[config.mk]
export PLATFORM = sky130hd
export DESIGN_NAME = sr_flag_arbiter
export DESIGN_NICKNAME = d
export VERILOG_FILES = /design/src/rtl/sr_flag_arbiter.sv
export SDC_FILE = /design/constraint.sdc
export NUM_CORES = 1
export LEC_CHECK = 0
export CAP_MARGIN = 10
export CORE_MARGIN = 3
export CORE_UTILIZATION = 44
export CTS_BUF_LIST = sky130_fd_sc_hd__clkbuf_8 sky130_fd_sc_hd__clkbuf_16
export DETAILED_ROUTE_END_ITERATION = 8
export PLACE_DENSITY_LB_ADDON = 0.25
export SYNTH_ARGS = -nofsm -noshare
export SYNTH_HDL_FRONTEND = slang
export SYNTH_SLANG_ARGS = --single-unit
[constraint.sdc]
create_clock -name clk -period 2.1 [get_ports clk]
set_clock_uncertainty 0.05 [all_clocks]
set_input_delay 0.63 -clock clk [delete_from_list [all_inputs] [get_ports clk]]
set_output_delay 0.63 -clock clk [all_outputs]
set_load 0.005 [all_outputs]
[src/rtl/sr_flag_arbiter.sv]
// Round-robin arbiter granting one requester at a time write access to a bank of SR flags.
// Each granted command is applied one cycle after its grant, with set/reset/hold/conflict semantics.
module sr_flag_arbiter #(
   parameter int NREQ  = 4,
   parameter int NFLAG = 8,
   parameter int IW    = 3
) (
   input  logic                 clk,
   input  logic                 rst,
   input  logic [NREQ-1:0]      req,
   input  logic [NREQ-1:0]      cmd_s,
   input  logic [NREQ-1:0]      cmd_r,
   input  logic [NREQ*IW-1:0]   idx,
   output logic [NREQ-1:0]      gnt,
   output logic [NREQ-1:0]      ack,
   output logic [NFLAG-1:0]     flags,
   output logic                 conflict,
   output logic                 busy
);

   localparam int PW = (NREQ > 1) ? $clog2(NREQ) : 1;

   typedef enum logic [1:0] {
      IDLE  = 2'd0,
      GRANT = 2'd1,
      APPLY = 2'd2
   } state_t;

   state_t            state_q, state_d;
   logic [NREQ-1:0]   gnt_q, gnt_d;
   logic [NREQ-1:0]   ack_q, ack_d;
   logic [NFLAG-1:0]  flags_q, flags_d;
   logic              conflict_q, conflict_d;
   logic              busy_q, busy_d;
   logic [PW-1:0]     rr_ptr_q, rr_ptr_d;
   logic              s_l_q, s_l_d;
   logic              r_l_q, r_l_d;
   logic [IW-1:0]     idx_l_q, idx_l_d;

   logic [IW-1:0]     idx_a [NREQ];
   logic [PW-1:0]     win_s;
   logic              found_s;
   logic              grant_s;

   // Unpack per-requester indices and scan for the first asserted req starting at rr_ptr.
   always_comb begin
      win_s   = {PW{1'b0}};
      found_s = 1'b0;
      for (int i = 0; i < NREQ; i++) begin
         logic [PW-1:0] j;
         idx_a[i] = idx[i*IW +: IW];
         j = PW'((int'(rr_ptr_q) + i) % NREQ);
         if (!found_s && req[j]) begin
            win_s   = j;
            found_s = 1'b1;
         end else begin
            win_s   = win_s;
         end
      end
   end

   // Next-state, grant/ack pulses, latched command and the SR update of the selected flag.
   always_comb begin
      state_d    = state_q;
      gnt_d      = {NREQ{1'b0}};
      ack_d      = {NREQ{1'b0}};
      flags_d    = flags_q;
      conflict_d = conflict_q;
      rr_ptr_d   = rr_ptr_q;
      s_l_d      = s_l_q;
      r_l_d      = r_l_q;
      idx_l_d    = idx_l_q;
      grant_s    = 1'b0;

      case (state_q)
         IDLE: begin
            if (found_s) grant_s = 1'b1;
            else         state_d = IDLE;
         end
         GRANT: begin
            state_d = APPLY;
            ack_d   = gnt_q;
            // An out-of-range index or s=r=1 leaves the bank untouched but is remembered.
            if (({1'b0, idx_l_q} >= (IW+1)'(NFLAG)) || (s_l_q && r_l_q)) begin
               conflict_d = 1'b1;
            end else if (s_l_q) begin
               flags_d[idx_l_q] = 1'b1;
            end else if (r_l_q) begin
               flags_d[idx_l_q] = 1'b0;
            end else begin
               flags_d = flags_q;
            end
         end
         APPLY: begin
            if (found_s) grant_s = 1'b1;
            else         state_d = IDLE;
         end
         default: state_d = IDLE;
      endcase

      if (grant_s) begin
         state_d        = GRANT;
         gnt_d[win_s]   = 1'b1;
         s_l_d          = cmd_s[win_s];
         r_l_d          = cmd_r[win_s];
         idx_l_d        = idx_a[win_s];
         rr_ptr_d       = PW'((int'(win_s) + 1) % NREQ);
      end else begin
         rr_ptr_d       = rr_ptr_q;
      end

      busy_d = (state_d != IDLE);
   end

   // State and output registers with synchronous active-low reset.
   always_ff @(posedge clk) begin
      if (!rst) begin
         state_q    <= IDLE;
         gnt_q      <= {NREQ{1'b0}};
         ack_q      <= {NREQ{1'b0}};
         flags_q    <= {NFLAG{1'b0}};
         conflict_q <= 1'b0;
         busy_q     <= 1'b0;
         rr_ptr_q   <= {PW{1'b0}};
         s_l_q      <= 1'b0;
         r_l_q      <= 1'b0;
         idx_l_q    <= {IW{1'b0}};
      end else begin
         state_q    <= state_d;
         gnt_q      <= gnt_d;
         ack_q      <= ack_d;
         flags_q    <= flags_d;
         conflict_q <= conflict_d;
         busy_q     <= busy_d;
         rr_ptr_q   <= rr_ptr_d;
         s_l_q      <= s_l_d;
         r_l_q      <= r_l_d;
         idx_l_q    <= idx_l_d;
      end
   end

   assign gnt      = gnt_q;
   assign ack      = ack_q;
   assign flags    = flags_q;
   assign conflict = conflict_q;
   assign busy     = busy_q;

endmodule

; Yosys cells after proc, flatten, opt, wreduce, memory -nomap -nowiden
; Index checks and enable logic that the tools add are counted.
[word_totals]
register_bits = 27
[op_classes]
reduce_logical = 17
n_lt_le_gt_ge = 9
add_sub_neg = 4
muxes = 34
eq_ne = 2
bitwise = 5
[ops]
columns = cell, n
row1 = 8-bit 2-to-1 mux, 2
row2 = 2-bit by 3-bit < comparator with 1-bit output (second input constant), 5
row3 = 1-bit 2-to-1 mux, 14
row4 = 1-bit binary-select mux with 2-bit select, 6
row5 = 2-bit 2-to-1 mux, 6
row6 = 8-bit AND, 1
row7 = 8-bit NOT, 1
row8 = 8-bit OR, 1
row9 = 3-bit binary-select mux with 2-bit select, 1
row10 = 1-bit logical AND, 6
row11 = 3-bit 2-to-1 mux, 2
row12 = 2-bit AND reduction, 3
row13 = 2-bit by 1-bit adder with 2-bit output (second input constant), 2
row14 = 2-bit adder (second input constant), 2
row15 = 3-bit by 4-bit < comparator with 1-bit output (second input constant), 1
row16 = 2-bit case mux with 2 select lines, 1
row17 = 2-bit nonzero test, 2
row18 = 1-bit demux with 3-bit select, 1
row19 = 3-bit by 1-bit >= comparator with 1-bit output (second input constant), 1
row20 = 3-bit >= comparator (second input constant), 1
row21 = 1-bit logical NOT, 3
row22 = 2-bit NOT with 3-bit output, 1
row23 = 3-bit AND reduction, 1
row24 = 1-bit demux with 2-bit select, 1
row25 = 6 further kinds, 6

; Logic depth before layout (Yosys ltp)
[logic_depth]
ltp_word = 16
depth_mapped = 7
mapped_depth_nobuf = 6

; Least setup slack after synthesis
; Ideal clock, no wire load.
[synth_path]
kind = input-to-reg
from = in req[0]
to = reg gnt_q[0] (netlist: gnt[0])
t_arrival_ns = 1.629
setup_time_ns = 0.115
required_time_ns = 1.935
path_slack_ns = 0.305
cell_stages = 7
n_path_buf = 1
path_cell_list = a21o_1 > a21oi_1 > o22a_2 > buf_12 > inv_1 > ha_1 > and3_1
[synth_between]
elab_chain_len = 16
elab_cells_between_ends = 30
[synth_lines]
columns = item, line
row1 = from (decl), 10  ; input logic [NREQ-1:0] req,
row2 = 1-bit binary-select mux with 2-bit select, 53  ; if (!found_s && req[j]) begin
row3 = 1-bit 2-to-1 mux (implied by the code), 53
row4 = 1-bit 2-to-1 mux, 53
row5 = 1-bit logical NOT, 53
row6 = 1-bit logical AND, 53
row7 = 1-bit 2-to-1 mux, 53
row8 = 1-bit logical NOT, 53
row9 = 1-bit logical AND, 53
row10 = 1-bit 2-to-1 mux, 53
row11 = 1-bit logical NOT, 53
row12 = 1-bit logical AND, 53
row13 = 2-bit 2-to-1 mux, 53
row14 = 2-bit by 3-bit < comparator with 1-bit output (implied by the code) or 2-bit by 1-bit >= comparator with 1-bit output (tied branches), 103  ; gnt_d[win_s] = 1'b1;
row15 = 1-bit logical AND (implied by the code), 103
row16 = 1-bit 2-to-1 mux (implied by the code), 103
row17 = 1-bit demux with 2-bit select, 103
row18 = to (signal assigned), 119  ; gnt_q <= {NREQ{1'b0}};
row19 = to (signal assigned), 130  ; gnt_q <= gnt_d;
row20 = to (decl), 30  ; logic [NREQ-1:0] gnt_q, gnt_d;
; Parallel ways exist; a longest one is shown, timed or not. The select of a mux whose other input is x is not followed.
; A chain may end at the register's enable or synchronous reset.

; Final worst setup path
[layout_path]
from = in req[2]
to = reg s_l_q
[layout_between]
elab_chain_len = 14
elab_cells_between_ends = 26
[layout_lines]
columns = item, line
row1 = 1-bit binary-select mux with 2-bit select, 53
row2 = 1-bit 2-to-1 mux (implied by the code), 53
row3 = 1-bit 2-to-1 mux, 53
row4 = 1-bit logical NOT, 53
row5 = 1-bit logical AND, 53
row6 = 1-bit 2-to-1 mux, 53
row7 = 1-bit logical NOT, 53
row8 = 1-bit logical AND, 53
row9 = 1-bit 2-to-1 mux, 53
row10 = 1-bit logical NOT, 53
row11 = 1-bit logical AND, 53
row12 = 2-bit 2-to-1 mux or 1-bit 2-to-1 mux (tied branches), 53
row13 = 1-bit binary-select mux with 2-bit select or 1-bit 2-to-1 mux (tied branches), "104, 77, 95"
row14 = "1-bit 2-to-1 mux, on equally long branches", n/a
row15 = to (signal assigned), 136  ; s_l_q <= s_l_d;
row16 = to (decl), 36  ; logic s_l_q, s_l_d;
; Parallel ways exist; a longest one is shown, timed or not. The select of a mux whose other input is x is not followed.

==> metrics <==
outcome finished clean; total wire length 2843 um; Total Power 1.149 mW; layout cells sized above 1 a little over a tenth; CTS Root Buffer Type clkbuf_8; crit path kind in2reg; synth warn 0; library cells used by synthesis 30; max-cap violations 0; HPWL Detailed around 2200 um; P_leak approximately 0.75 nW; Routed Antenna Nets 0; critical path's slowest cell clkdlybuf4s50_1; sequential area share after synthesis 43.42%; initial antenna violation count 0; Hold WC Path Type reg2reg; CP cell instances clkdlybuf4s50_1 -> inv_1 -> o221a_2 -> o22a_2 -> inv_1 -> nand2_1 -> o221ai_1; Initial Util 48.07%; vias in the first global route 1010; 1st-pass router iterations 4; Worst-Margin Slew 0.3368 ns; Core ar. 2590 um^2; Critical Path Sink Type flop; clk_lat worst skew 0.26 ns; Num CTS Buffers 3; Die Ht just under 60 um; Remaining DRCs 0; crit-path max cell delay 0.50 ns; Final setup violation count 0; count of input and output buffers 43; IO Pins 44; share of the synthesized area in the top cell type 43.42%; synthesized area 1245 um^2; Post-Synth Adder-Cell Area 5.025%; post-synthesis cell count about 130; CP arrival approximately 2.2 ns; Final Max Tran Viols 0; clk sinks 27; post-synthesis mux area share 13.67%; Wirelength per Cell 14.00 um; fillcell total 208; Worst EP required 2.23 ns; total grt overflow 0; Die ar. 3503 um^2; site row count 18; Seq cells post-synth 27; Util after Layout 69.66%; CTS tree done; Worst VDD drop 507.0 uV; Total GRT Usage 16.61%; via/cell ratio approximately 5.3; Hold WS 0.4070 ns; main area contributors after synthesis dfxtp_1, mux2i_1, ha_1; overall via count from detail_route 1075; FMAX approximately 490 MHz; cell taking the most area after synthesis dfxtp_1; Worst slew margin 77.52%; H-tree depth 1; largest net degree at the start of global routing 15; crit-path max FO 5; Setup Total Neg Slack 0 ns; first-pass GRT wire length 4436 um; startpoint types input port; ant diodes 0; Final Cycle Share ~97%; Final nets about 210; GP Congestion between 0.7 and 0.8; Hold Buf Count CTS 0; Net Count, Synth roughly 160; Synth Area in Simple Gates 22.31%; compound-cell area share of the yosys netlist 10.95%; Area Overhead vs Synth 44.92%; Die Wd 59.19 um; min cycle time layout 2.045 ns; Pwr Density 636.6 nW/um^2; Post-Place Worst Slack -0.2743 ns; final hold violations 0; Clock Pin Slew Worst Setup and Hold Paths 0.09 ns; Iter 0 DRT Violations 30; most used cell, CP inv_1; xor/xnor cell area share of the yosys netlist 0%; mean post-synth cell area 9.960 um^2; Setup WS post-layout between 0.05 and 0.06 ns; main combinational cell family by area after synthesis simple AND/OR/NAND/NOR gates; worst-case clock buffer depth 2
[final timing paths]
kind	from	slack, ns	end	depth (start not counted)
setup / recovery	req[2]	0.05	s_l_q$_SDFFE_PN0P_	7
hold reg to reg	gnt[1]$_SDFF_PN0_	0.41	ack[1]$_SDFF_PN0_	1
hold / removal	gnt[1]$_SDFF_PN0_	0.41	ack[1]$_SDFF_PN0_	1
setup reg to reg	s_l_q$_SDFFE_PN0P_	0.42	flop	5
[synthesized netlist by cell type, drive strengths merged]
library cell and n:
or2 1, o221a 1, nor2b 8, a21oi 2, a21boi 2, nand3b 2
o22a 2, o221ai 5, and3 4, and2 6, nor2 5, nor3 2
clkbuf 6, mux2i 17, nor3b 2, o21ai 1, a21o 2, ha 5
nand2 7, o31ai 1, dfxtp 27, and4bb 1, buf 1, nand4b 1
and3b 1, inv 4, and2b 1, a22o 1, nand3 7
[stage by stage]
step	cell area, um^2	cells
after CTS	1780	202
after global routing	1804	203
after detailed placement	1735	198
after floorplan	1245	125
final	1804	203
after global placement	1735	198
[cell usage in the layout, fill, tap and decap left out, types with 2 or more instances in the layout]
master,count
clkdlybuf4s50_1,41
dfxtp_1,27
mux2i_1,17
nor2b_1,8
nand3_1,7
nand2_1,7
buf_4,7
inv_1,5
nor2_1,5
and2_1,5
ha_1,5
and3_1,4
o221ai_1,4
clkbuf_8,3
o22a_2,2
a21o_1,2
a21oi_1,2
nor3b_1,2
nand3b_1,2
a21boi_0,2
dlymetal6s2s_1,2
[logic make-up after synthesis]
kind of cell | count (synthesis)
simple gates | 48
flops | 27
compound gates | 17
mux | 17
buf+inv | 11
fa+ha+maj | 5
[report_power, final]
part           total (mW)  switching, mW  internal (mW)
sequential          0.588         0.0412          0.547
clock               0.281          0.150          0.131
combinational       0.280          0.115          0.165
total                1.15          0.306          0.843
[what timing repair did]
action	in CTS	in global routing
setup buffers	0	1
endpoints found under the setup margin	0	8
resized for setup	0	4
[cell type report]
cell class                      instances  area, um^2  area share [%]
Sequential cell                        27       540.5           29.96
Tap cell                               30       37.54           2.080
Inverter                                4       15.01          0.8322
Clock buffer                            3       41.29           2.288
Multi-Input combinational cell         87       658.1           36.48
Clock inverter                          1       3.754          0.2080
Timing Repair Buffer                   51       508.0           28.16
[metal layers]
layer | track usage [%] | routed length [um] | up-vias
met5 | 0 | 0 | -
li1 | - | - | 535
met3 | 3.486 | 198 | 8
met2 | 27.77 | 1416 | 47
met1 | 19.78 | 1151 | 485
met4 | 8.738 | 77 | 0
[critical path, delay by kind of cell]
kind                   cells  cell delay (ns)
AO/OA/AOI/OAI              3             0.70
AND/OR/NAND/NOR            1             0.15
buffers and inverters      3             0.69
Note: power is estimated with default switching activity, not from simulation.
